## src/rtl/calc_display.sv

```systemverilog
`default_nettype none
// ============================================================================
// Module      : calc_display
// Description : Frame-buffered 8-digit BCD capture with multiplexed
//               active-low seven-segment scan, error and busy indication.
// Revision    : 1.0 - initial release
// ============================================================================
module calc_display #(
    parameter int REFRESH_CNT = 100000,
    parameter int CNT_W       = 17
) (
    input  logic       clock,
    input  logic       reset,
    input  logic [1:0] status,
    input  logic [3:0] data,
    input  logic [3:0] pos,
    output logic [7:0] a_n,
    output logic [7:0] seg_n
);

    localparam logic [1:0]       c_st_error = 2'b00;
    localparam logic [1:0]       c_st_busy  = 2'b01;
    localparam logic [1:0]       c_st_print = 2'b11;
    localparam logic [CNT_W-1:0] c_cnt_last = CNT_W'(REFRESH_CNT - 1);

    logic [7:0][3:0] r_shadow;
    logic [7:0][3:0] r_bank;
    logic [7:0]      r_mask;
    logic            r_err;
    logic [CNT_W-1:0] r_cnt;
    logic [2:0]      r_scan;
    logic [7:0]      r_an;
    logic [7:0]      r_seg;

    logic       w_capture;
    logic       w_commit;
    logic [3:0] w_pos_m1;
    logic [2:0] w_idx;
    logic [7:0] w_mask_nxt;
    logic [3:0] w_digit;
    logic       w_lead_zero;
    logic [7:0] w_glyph;
    logic [7:0] w_seg_nxt;

    assign w_capture = (status == c_st_print) && (pos >= 4'd1) && (pos <= 4'd8);
    assign w_commit  = (r_mask == 8'hFF);
    assign w_pos_m1  = pos - 4'd1;
    assign w_idx     = w_pos_m1[2:0];

    // A commit or any non-printing status drops the partial mask; a capture
    // landing in the commit cycle starts the next frame's mask afresh.
    always_comb begin
        w_mask_nxt = (w_commit || (status != c_st_print)) ? 8'h00 : r_mask;
        if (w_capture) begin
            w_mask_nxt[w_idx] = 1'b1;
        end
    end

    always_ff @(posedge clock or negedge reset) begin
        if (!reset) begin
            r_shadow <= '0;
            r_bank   <= '0;
            r_mask   <= '0;
        end else begin
            if (w_commit) begin
                r_bank <= r_shadow;
            end
            if (w_capture) begin
                r_shadow[w_idx] <= data;
            end
            r_mask <= w_mask_nxt;
        end
    end

    always_ff @(posedge clock or negedge reset) begin
        if (!reset) begin
            r_err <= 1'b0;
        end else if (status == c_st_error) begin
            r_err <= 1'b1;
        end else if (w_commit) begin
            r_err <= 1'b0;
        end
    end

    always_ff @(posedge clock or negedge reset) begin
        if (!reset) begin
            r_cnt  <= '0;
            r_scan <= 3'd0;
        end else if (r_cnt == c_cnt_last) begin
            r_cnt  <= '0;
            r_scan <= r_scan + 3'd1;
        end else begin
            r_cnt <= r_cnt + 1'b1;
        end
    end

    always_comb begin
        w_digit     = r_bank[r_scan];
        w_lead_zero = (r_scan != 3'd0);
        for (int j = 0; j < 8; j++) begin
            if ((3'(j) >= r_scan) && (r_bank[j] != 4'd0)) begin
                w_lead_zero = 1'b0;
            end
        end
        case (w_digit)
            4'd0:    w_glyph = 8'hC0;
            4'd1:    w_glyph = 8'hF9;
            4'd2:    w_glyph = 8'hA4;
            4'd3:    w_glyph = 8'hB0;
            4'd4:    w_glyph = 8'h99;
            4'd5:    w_glyph = 8'h92;
            4'd6:    w_glyph = 8'h82;
            4'd7:    w_glyph = 8'hF8;
            4'd8:    w_glyph = 8'h80;
            4'd9:    w_glyph = 8'h90;
            default: w_glyph = 8'hBF;
        endcase
        if (r_err) begin
            case (r_scan)
                3'd2:       w_seg_nxt = 8'h86;
                3'd1, 3'd0: w_seg_nxt = 8'hAF;
                default:    w_seg_nxt = 8'hFF;
            endcase
        end else if (w_lead_zero) begin
            w_seg_nxt = 8'hFF;
        end else begin
            w_seg_nxt = w_glyph;
        end
        if (!r_err && (status == c_st_busy) && (r_scan == 3'd0)) begin
            w_seg_nxt[7] = 1'b0;
        end
    end

    always_ff @(posedge clock or negedge reset) begin
        if (!reset) begin
            r_an  <= 8'hFF;
            r_seg <= 8'hFF;
        end else begin
            r_an  <= ~(8'd1 << r_scan);
            r_seg <= w_seg_nxt;
        end
    end

    assign a_n   = r_an;
    assign seg_n = r_seg;

endmodule
`default_nettype wire

```

## config.mk

```make
export PLATFORM = sky130hd
export DESIGN_NAME = calc_display
export DESIGN_NICKNAME = d
export VERILOG_FILES = /design/src/rtl/calc_display.sv
export SDC_FILE = /design/constraint.sdc
export NUM_CORES = 1
export LEC_CHECK = 0
export ABC_CLOCK_PERIOD_IN_PS = 3000
export CAP_MARGIN = 20
export CORE_MARGIN = 10
export CORE_UTILIZATION = 40
export CTS_BUF_LIST = sky130_fd_sc_hd__clkbuf_8 sky130_fd_sc_hd__clkbuf_16
export DETAILED_ROUTE_END_ITERATION = 10
export PLACE_DENSITY = 0.64
export SETUP_SLACK_MARGIN = 0.4
export SYNTH_ARGS = -nofsm -noshare
export SYNTH_HDL_FRONTEND = slang
export SYNTH_SLANG_ARGS = --single-unit
```

## constraint.sdc

```tcl
create_clock -name clock -period 3 [get_ports clock]
set_clock_uncertainty 0.05 [all_clocks]
set_input_delay 0.9 -clock clock [delete_from_list [all_inputs] [get_ports clock]]
set_output_delay 0.9 -clock clock [all_outputs]
set_load 0.03 [all_outputs]
```

==> results of run 1 <==
==> worst max path at each step <==
stage	depth (start not counted)	slack, ps	start	to
2_1_floorplan	7	520	pos[0]	r_shadow[0]$_DFFE_PN0P_
3_3_place_gp	8	-8	pos[0]	r_shadow[4]$_DFFE_PN0P_
3_5_place_dp	8	-100	pos[0]	r_shadow[21]$_DFFE_PN0P_
4_1_cts	9	410	pos[0]	r_shadow[19]$_DFFE_PN0P_
5_1_grt	7	430	pos[2]	r_shadow[18]$_DFFE_PN0P_
6_report	1	500	a_n[0]$_DFF_PN1_	a_n[0]
==> kinds of logic after synthesis <==
kind of cell	share of synthesized area
adder cells (fa/ha/maj)	0.0358
XOR/XNOR	0.0323
AO/OA/AOI/OAI	0.0346
buffers and inverters	0.0233
AND/OR/NAND/NOR	0.108
flip-flops	0.562
multiplexers	0.204
==> synth_stat cells, types with 2 or more instances <==
master	count	area, µm²
a21o_1	2	15.0
a21oi_1	4	20.0
and2_1	3	18.8
buf_2	2	10.0
clkbuf_1	5	18.8
dfrtp_1	93	2330
dfstp_2	16	420
ha_1	14	175
inv_1	12	45.0
mux2_1	18	203
mux2_2	47	529
mux2i_4	2	45.0
mux4_1	4	105
mux4_2	4	90.1
nand2_1	32	120
nand2b_1	3	18.8
nand3_1	16	80.1
nand4_1	6	37.5
nor2_1	23	86.3
nor2b_1	4	25.0
nor3_1	3	15.0
nor4_1	9	56.3
o211ai_1	2	15.0
o21ai_0	6	30.0
o21ai_1	3	15.0
o21ai_2	2	17.5
xnor2_1	10	87.6
xor2_1	8	70.1
==> power breakdown <==
part	switching, W	internal [W]	leakage [nW]	total [W]
Clock	0.000542	0.000820	0.166	0.00136
Combinational	0.0000866	0.000108	1.09	0.000194
Sequential	0.0000711	0.00159	1.41	0.00166
Total	0.000699	0.00252	2.66	0.00322
==> tightest hold or removal path: stages, from the launching register on <==
cell	delay, ps
dfrtp_1	340
nand2_1	50
nand2_1	60
==> registers in the layout, indices dropped and copies added, names as in the netlist <==
name / flops
r_err: 1
r_cnt: 17
a_n: 8
r_bank: 32
r_shadow: 32
r_mask: 8
r_scan: 3
seg_n: 8
==> layer usage <==
metal / part of all wire / GRT usage
met4: 0.021 / 0.0569
met3: 0.040 / 0.0363
met2: 0.45 / 0.195
met5: 0 / 0
met1: 0.48 / 0.163
==> through the flow <==
step / utilization / instances
floorplan: - / 374
global placement: 0.450 / 551
CTS: 0.481 / 567
detailed placement: 0.450 / 551
global route: 0.484 / 567
finish: 0.484 / 567
==> layout by cell type (no fill, tap or decap), drive strengths merged, types with 3 or more instances in the layout <==
cell type / n
o21ai: 11
nor4: 9
nand2b: 3
mux4: 8
and2: 3
a21oi: 4
clkdlybuf4s50: 24
mux2: 65
buf: 13
clkbuf: 9
mux2i: 4
xnor2: 10
nor2b: 5
nand3: 16
bufinv: 4
xor2: 8
ha: 14
nand2: 32
inv: 15
nor3: 3
dfstp: 16
nor2: 23
nand4: 6
dfrtp: 93
==> cell type report <==
cell class | count | area, µm²
clock buffer | 9 | 225
clock inverter | 7 | 120
fill | 1074 | 6190
tap | 147 | 184
inverter | 14 | 66.3
timing repair buffer | 39 | 395
multi-input combinational | 242 | 2080
sequential | 109 | 2750
==> repair_timing <==
| item | in CTS | in global routing |
|---|---|---|
| setup endpoints to repair | 21 | 32 |
| buffers inserted | 0 | 0 |
| pin swaps | 1 | 5 |
| gates cloned | 0 | 0 |
| gates resized for setup | 6 | 13 |
==> flow_summary.yaml, run 1 <==
status:
  outcome: "completed"
setup_path:
  reg2reg_to: "seg_n[4]$_DFF_PN1_"
  ff2ff_setup_slack_ps: 570
  cp_top_family: "buffers and inverters"
  critical_path_class: "reg2out"
  worst-path-buf-inv: 1
  crit_path_end_kind: "primary output"
  max_stage_delay_ps: 670
  cp_cell_sequence: "clkdlybuf4s50_1"
  critical-path-slowest-cell: "clkdlybuf4s50_1"
  r2r-start: "r_scan[1]$_DFFE_PN0N_"
  r2r_cells: 7
  cp.arrival_ps: 1550
  cp-start-kind: "flip-flop"
  required_ps: 2050
  worstPathMaxFanout: 1
die:
  core-area_um2: 12000
  initial_core_util: 0.407
  die_w_um: 131
  row_count: 40
  dieArea_um2: 17000
  pin_count: 28
  die_height_um: 131
power_and_ir_drop:
  power_w: 0.00322
  ir_worst_vdd_uv: 320
  p_leak_nw: 2.66
  power.density_nw_per_um2: 553
finish:
  area_growth_pct: 19.0
  drive_above_1_share: 0.279
  final_nets: 441
  antenna_cells: 0
  design_area_um2: 5820
routing:
  num_vias: 2971
  first_pass_iters: 4
  wl_per_cell_um: 17.5
  ant_nets: 0
  drt_iter0_drc: 161
  drc: 0
  viasPerCell: 5.24
  routed_wl_mm: 9.95
synthesis:
  synth-main-ff-cell: "dfrtp_1"
  ys_seq_area_frac: 0.562
  syn_nets: 400
  ys_types: 49
  syn_area_um2: 4890
  synth.avg_cell_area_um2: 13.1
  syn-instance-count: 374
  yosys_register_bits: 109
  synth_edf_count: 0
  yosysWarnings: 0
  async_reset_ff_frac: 1.00
cts:
  cts_tree: "done"
  worstSkewPairLatency_ps: 360
  clock_sinks: 109
  cts_hold_buf: 0
  htree_levels: 3
  clk_path_buf_depth: 2
  clk_pin_slew_ps: 70
  cts_made_buffers: 9
  cts-root-buf: "clkbuf_16"
timing:
  rsz0062_at_grt: "no"
  finalWorstSetupSlack_ps: 503
  fmax_ghz: 0.401
  finalHoldWorstSlack_ps: 429
  finalCritPeriodShare: 0.832
  tns_ps: 0
  finalHoldViolCount: 0
  setup_viol: 0
  finalMaxSlewViolations: 0
  max-slew-margin-rel: 0.608
  fin_crit_ps: 2500
  tightest_slew_ps: 588
place:
  dpl_cell_area_um2: 5410
  numPortBuffers: 27
  gp_congestion: 0.835
  dpl_worst_slack_ps: -102
  hpwlAfterDp_mm: 7.11
global_route:
  grt_use_total: 0.127
  grt_max_degree: 77
  overflow: 0
  grt_pass1_vias: 3089
  antenna_found_initial: 0
  grt_pass1_wl_mm: 16.5
worst_hold_path:
  worstHoldPathType: "reg2reg"
  hp-start: "r_mask[7]$_DFF_PN0_"
  holdPathEnd: "r_mask[7]$_DFF_PN0_"
  min_path_cells: 2
job:
  cap_violations: 0
Power figures use the tool's default switching activity.
==> run 2, diff against run 1 <==
Settings changed: ABC_CLOCK_PERIOD_IN_PS 3000 to 2440.
Clock period 3 ns to 2.44 ns, I/O delays scaled along.
==> run 2 against run 1 <==
Critical path type is now reg2reg. Critical endpoint is now seg_n[4]$_DFF_PN1_. Largest cell class unchanged. Utilization rose by 2.4 points. Final cell count rose by 3.7%. Clock-buffer cell count unchanged. Non-clock buffer count is 21 higher. Total power rose by 20%. Hold slack got worse by 170 ps. First-iteration DRC count shrank 8.1%. Wire length shrank 2.2%. Sequential power up 23%.
==> flow_summary.yaml, run 2 (same netlist as run 1, synthesis figures left out) <==
setup_path:
  max_stage_delay_ps: 550
  cp_cell_sequence: "mux4_2 -> mux2i_4 -> inv_2 -> ha_4 -> mux2_4 -> a221o_1 -> o21ai_2"
  crit_path_end_kind: "flip-flop"
  cp-start-kind: "flip-flop"
  critical_path_class: "reg2reg"
  cp_top_family: "multiplexers"
  worstPathMaxFanout: 7
  critical-path-slowest-cell: "mux4_2"
  required_ps: 2680
  worst-path-buf-inv: 1
  cp.arrival_ps: 2400
place:
  numPortBuffers: 27
  dp_cells: 563
  gp_congestion: 0.785
  dpl_cell_area_um2: 5690
  dpl_worst_slack_ps: -449
  hpwlAfterDp_mm: 7.28
timing:
  finalHoldViolCount: 0
  fin_crit_ps: 2160
  finalWorstSetupSlack_ps: 278
  tightest_slew_ps: 520
  finalHoldWorstSlack_ps: 263
  max-slew-margin-rel: 0.650
  setup_viol: 0
  rsz0062_at_grt: "yes"
  fmax_ghz: 0.463
  finalMaxSlewViolations: 0
  finalCritPeriodShare: 0.886
die:
  core-area_um2: 12000
  pin_count: 28
  die_w_um: 131
  die_height_um: 131
  initial_core_util: 0.407
  row_count: 40
  dieArea_um2: 17000
finish:
  final_nets: 462
  final_common_cell: "dfrtp_1"
  design_area_um2: 6110
  fillers: 1024
  antenna_cells: 0
  drive_above_1_share: 0.417
  final_cells: 588
  mostFrequentLayoutCells: "dfrtp_1 (91), mux2_2 (39), buf_4 (30)"
  area_growth_pct: 24.9
  reg.largest.list: "r_bank: 32 flops, r_shadow: 32 flops, r_cnt: 17 flops"
power_and_ir_drop:
  p_int_w: 0.00298
  power.density_nw_per_um2: 634
  power_switching_w: 0.000889
  sw_frac_of_total: 0.230
  combPwrFrac: 0.088
  ir_worst_vdd_uv: 414
  power_frac_seq: 0.529
  p_leak_nw: 2.84
  power_frac_clock: 0.384
cts:
  cts-root-buf: "clkbuf_16"
  clk_pin_slew_ps: 70
  cts_hold_buf: 0
  cts_tree: "done"
  htree_levels: 3
  clk_path_buf_depth: 2
  worstSkewPairLatency_ps: 350
  clock_sinks: 109
  cts_made_buffers: 9
routing:
  routed_wl_mm: 9.73
  drc: 0
  num_vias: 3016
  wl_per_cell_um: 16.5
  drt_iter0_drc: 148
  viasPerCell: 5.13
  ant_nets: 0
  first_pass_iters: 4
status:
  outcome: "completed"
global_route:
  grt_max_degree: 48
  overflow: 0
  grt_use_total: 0.124
  antenna_found_initial: 0
  grt_pass1_wl_mm: 16.4
  grt_pass1_vias: 3057
worst_hold_path:
  worstHoldPathType: "in2async"
job:
  cap_violations: 0
## run 2: cell count changes in the layout (fill, tap and decap cells not counted), sizes merged, moves of 2 or more
cell | before | now
dlygate4sd2 | 0 | 4
clkdlybuf4s15 | 0 | 10
bufinv | 4 | 2
buf | 13 | 36
clkbuf | 9 | 15
dlymetal6s2s | 2 | 0
clkdlybuf4s50 | 24 | 4
## run 2: worst paths after layout
path | from | endpoint | slack [ps] | cells past startpoint
max | r_scan[1]$_DFFE_PN0N_ | seg_n[4]$_DFF_PN1_ | 280 | 7
min | reset | r_err$_DFFE_PN0P_ | 260 | 1
max reg2reg | r_scan[1]$_DFFE_PN0N_ | seg_n[4]$_DFF_PN1_ | 280 | 7
min reg2reg | r_mask[6]$_DFF_PN0_ | r_mask[6]$_DFF_PN0_ | 430 | 2
max in group asynchronous | reset | seg_n[7]$_DFF_PN1_ | 1350 | 2
min in group clock | r_mask[6]$_DFF_PN0_ | r_mask[6]$_DFF_PN0_ | 430 | 2
## run 2: timing repair
| action | in CTS | in global routing |
|---|---|---|
| pin swaps | 5 | 7 |
| buffers inserted | 5 | 4 |
| resized for setup | 53 | 22 |
| endpoints found under the setup margin | 63 | 33 |
## run 2: routing by layer
| layer | up-vias | track usage | part of all wire |
|---|---|---|---|
| met5 | - | 0 | 0 |
| met4 | 0 | 0.0504 | 0.012 |
| met3 | 7 | 0.0302 | 0.047 |
| met2 | 50 | 0.191 | 0.48 |
| met1 | 1510 | 0.165 | 0.46 |
| li1 | 1449 | - | - |
## run 2: layout make-up
| class | instances | area (µm²) | area share |
|---|---|---|---|
| well taps | 147 | 184 | 0.0301 |
| repair buffers | 60 | 497 | 0.0814 |
| multi-input cells | 242 | 2280 | 0.374 |
| flip-flops and latches | 109 | 2750 | 0.450 |
| clock buffers | 9 | 225 | 0.0369 |
| clock inverters | 7 | 81.3 | 0.0133 |
| inverters | 14 | 83.8 | 0.0137 |
## run 2: metrics by stage
| step | setup TNS, ps | power (W) | utilization |
|---|---|---|---|
| detailed placement | -13870 | 0.00242 | 0.474 |
| floorplan | 0 | 0.00226 | - |
| global placement | -12220 | 0.00240 | 0.474 |
| global route | 0 | 0.00404 | 0.508 |
| finish | 0 | 0.00387 | 0.508 |
| CTS | 0 | 0.00392 | 0.503 |
## run 2: power by group through the flow
stage          clock [W]  sequential (W)  combinational [W]
2_1_floorplan          0         0.00203           0.000226
3_3_place_gp           0         0.00207           0.000332
3_5_place_dp           0         0.00208           0.000344
4_1_cts          0.00153         0.00204           0.000344
5_1_grt          0.00161         0.00206           0.000369
6_report         0.00148         0.00205           0.000340
==> run 3, diff against run 2 <==
Settings changed: DONT_BUFFER_PORTS set to 1, PLACE_DENSITY 0.64 to 0.61.
==> run 3 against run 2 <==
Wire length is 0.21% higher. Utilization is 2.8 points lower. Final cell count is 7.1% lower.
==> flow_summary.yaml, run 3 (same netlist as run 1, synthesis figures left out) <==
power_and_ir_drop:
  sw_frac_of_total: 0.206
  power.density_nw_per_um2: 672
  power_switching_w: 0.000801
  p_int_w: 0.00308
  power_frac_clock: 0.410
  p_leak_nw: 2.66
  combPwrFrac: 0.065
  ir_worst_vdd_uv: 323
  power_frac_seq: 0.526
setup_path:
  cp_cell_sequence: "buf_12 -> mux4_2 -> mux2i_4 -> inv_2 -> ha_2 -> mux2_2 -> a221o_1 -> o21ai_2"
  max_stage_delay_ps: 540
  required_ps: 2660
  reg2reg_to: "seg_n[4]$_DFF_PN1_"
  critical-path-slowest-cell: "mux4_2"
  cp.arrival_ps: 2450
  r2r_cells: 8
  ff2ff_setup_slack_ps: 210
  worstPathMaxFanout: 4
  r2r-start: "r_scan[1]$_DFFE_PN0N_"
  cp-start-kind: "flip-flop"
  critical_path_class: "reg2reg"
  crit_path_end_kind: "flip-flop"
timing:
  tightest_slew_ps: 553
  finalHoldViolCount: 0
  fin_crit_ps: 2230
  fmax_ghz: 0.449
  rsz0062_at_grt: "yes"
  finalCritPeriodShare: 0.913
  tns_ps: 0
  setup_viol: 0
  finalMaxSlewViolations: 0
  max-slew-margin-rel: 0.628
job:
  cap_violations: 0
finish:
  mostFrequentLayoutCells: "dfrtp_1 (91), mux2_2 (40), nand2_1 (29)"
  antenna_cells: 0
  final_cells: 546
  reg.largest.list: "r_bank: 32 flops, r_shadow: 32 flops, r_cnt: 17 flops"
  fin_util: 0.480
  drive_above_1_share: 0.391
  final_nets: 420
  final_common_cell: "dfrtp_1"
  area_growth_pct: 18.0
  design_area_um2: 5770
place:
  numPortBuffers: 0
  dpl_cell_area_um2: 5300
  gp_congestion: 0.784
  dp_cells: 521
  hpwlAfterDp_mm: 6.67
die:
  core-area_um2: 12000
  die_height_um: 131
  pin_count: 28
  die_w_um: 131
  initial_core_util: 0.407
  row_count: 40
  dieArea_um2: 17000
global_route:
  grt_max_degree: 110
  antenna_found_initial: 0
  overflow: 0
  grt_pass1_wl_mm: 16.3
  grt_pass1_vias: 3007
  grt_use_total: 0.123
cts:
  worstSkewPairLatency_ps: 350
  clk_path_buf_depth: 2
  cts_tree: "done"
  cts_made_buffers: 9
  cts-root-buf: "clkbuf_16"
  clk_pin_slew_ps: 70
  cts_hold_buf: 0
  htree_levels: 3
  clock_sinks: 109
routing:
  ant_nets: 0
  drt_iter0_drc: 161
  num_vias: 2919
  viasPerCell: 5.35
  first_pass_iters: 4
  wl_per_cell_um: 17.9
  routed_wl_mm: 9.75
  drc: 0
worst_hold_path:
  worstHoldPathType: "in2async"
status:
  outcome: "completed"
==> run 3: changes by cell type in the layout (fill, tap and decap cells not counted), sizes merged, moves of 4 or more <==
cell,delta
buf,-18
clkdlybuf4s50,-4
clkbuf,-5
dlygate4sd2,-4
clkdlybuf4s15,-10
==> run 3: power by group through the flow <==
stage               sequential, W  clock (W)  combinational, W
detailed placement        0.00207          0          0.000251
global route              0.00205    0.00173          0.000269
finish                    0.00204    0.00159          0.000251
CTS                       0.00204    0.00165          0.000254
floorplan                 0.00203          0          0.000226
global placement          0.00206          0          0.000243
==> run 3: final cells by class <==
| class | instances | area, µm² |
|---|---|---|
| clock buffers | 10 | 239 |
| clock inverters | 6 | 93.8 |
| fillers | 1060 | 6240 |
| inverters | 14 | 83.8 |
| multi-input cells | 242 | 2270 |
| flip-flops and latches | 109 | 2750 |
| well taps | 147 | 184 |
| repair buffers | 18 | 149 |
==> run 3: how the worst max path moves through the flow <==
stage                               start                        to  slack [ps]
floorplan           r_scan[1]$_DFFE_PN0N_        seg_n[4]$_DFF_PN1_         220
global placement    r_scan[1]$_DFFE_PN0N_        seg_n[4]$_DFF_PN1_         220
detailed placement                 pos[1]  r_shadow[20]$_DFFE_PN0P_         170
CTS                 r_scan[1]$_DFFE_PN0N_        seg_n[4]$_DFF_PN1_         220
global route        r_scan[1]$_DFFE_PN0N_        seg_n[4]$_DFF_PN1_         170
finish              r_scan[1]$_DFFE_PN0N_        seg_n[4]$_DFF_PN1_         210
==> run 3: routing by layer <==
layer | wire, µm | global-route usage | part of all wire
met5 | 0 | 0 | 0
met4 | 135 | 0.0445 | 0.014
met1 | 4660 | 0.167 | 0.48
met3 | 518 | 0.0383 | 0.053
met2 | 4430 | 0.182 | 0.45
==> run 3: stage by stage <==
step / power [W] / hold slack (ps) / worst slack [ps]
after CTS: 0.00394 / 8.29 / 222
after global routing: 0.00405 / 8.31 / 166
after detailed placement: 0.00232 / 393 / 174
after floorplan: 0.00226 / 386 / 217
after global placement: 0.00231 / 393 / 217
final: 0.00388 / 35.7 / 212
==> run 3: worst max-delay path: cells and delay by family, from the launching register on <==
kind,cells,cell delay [ps]
adder cells (fa/ha/maj),1,170
AO/OA/AOI/OAI,2,370
multiplexers,3,990
buffers and inverters,2,180
flip-flops,1,400
==> run 3: repair_timing <==
item,4_1_cts,5_1_grt
endpoints found under the hold margin,0,0
gates resized for setup,9,10
pin swaps,4,4
setup endpoints to repair,7,7
setup buffers,7,2
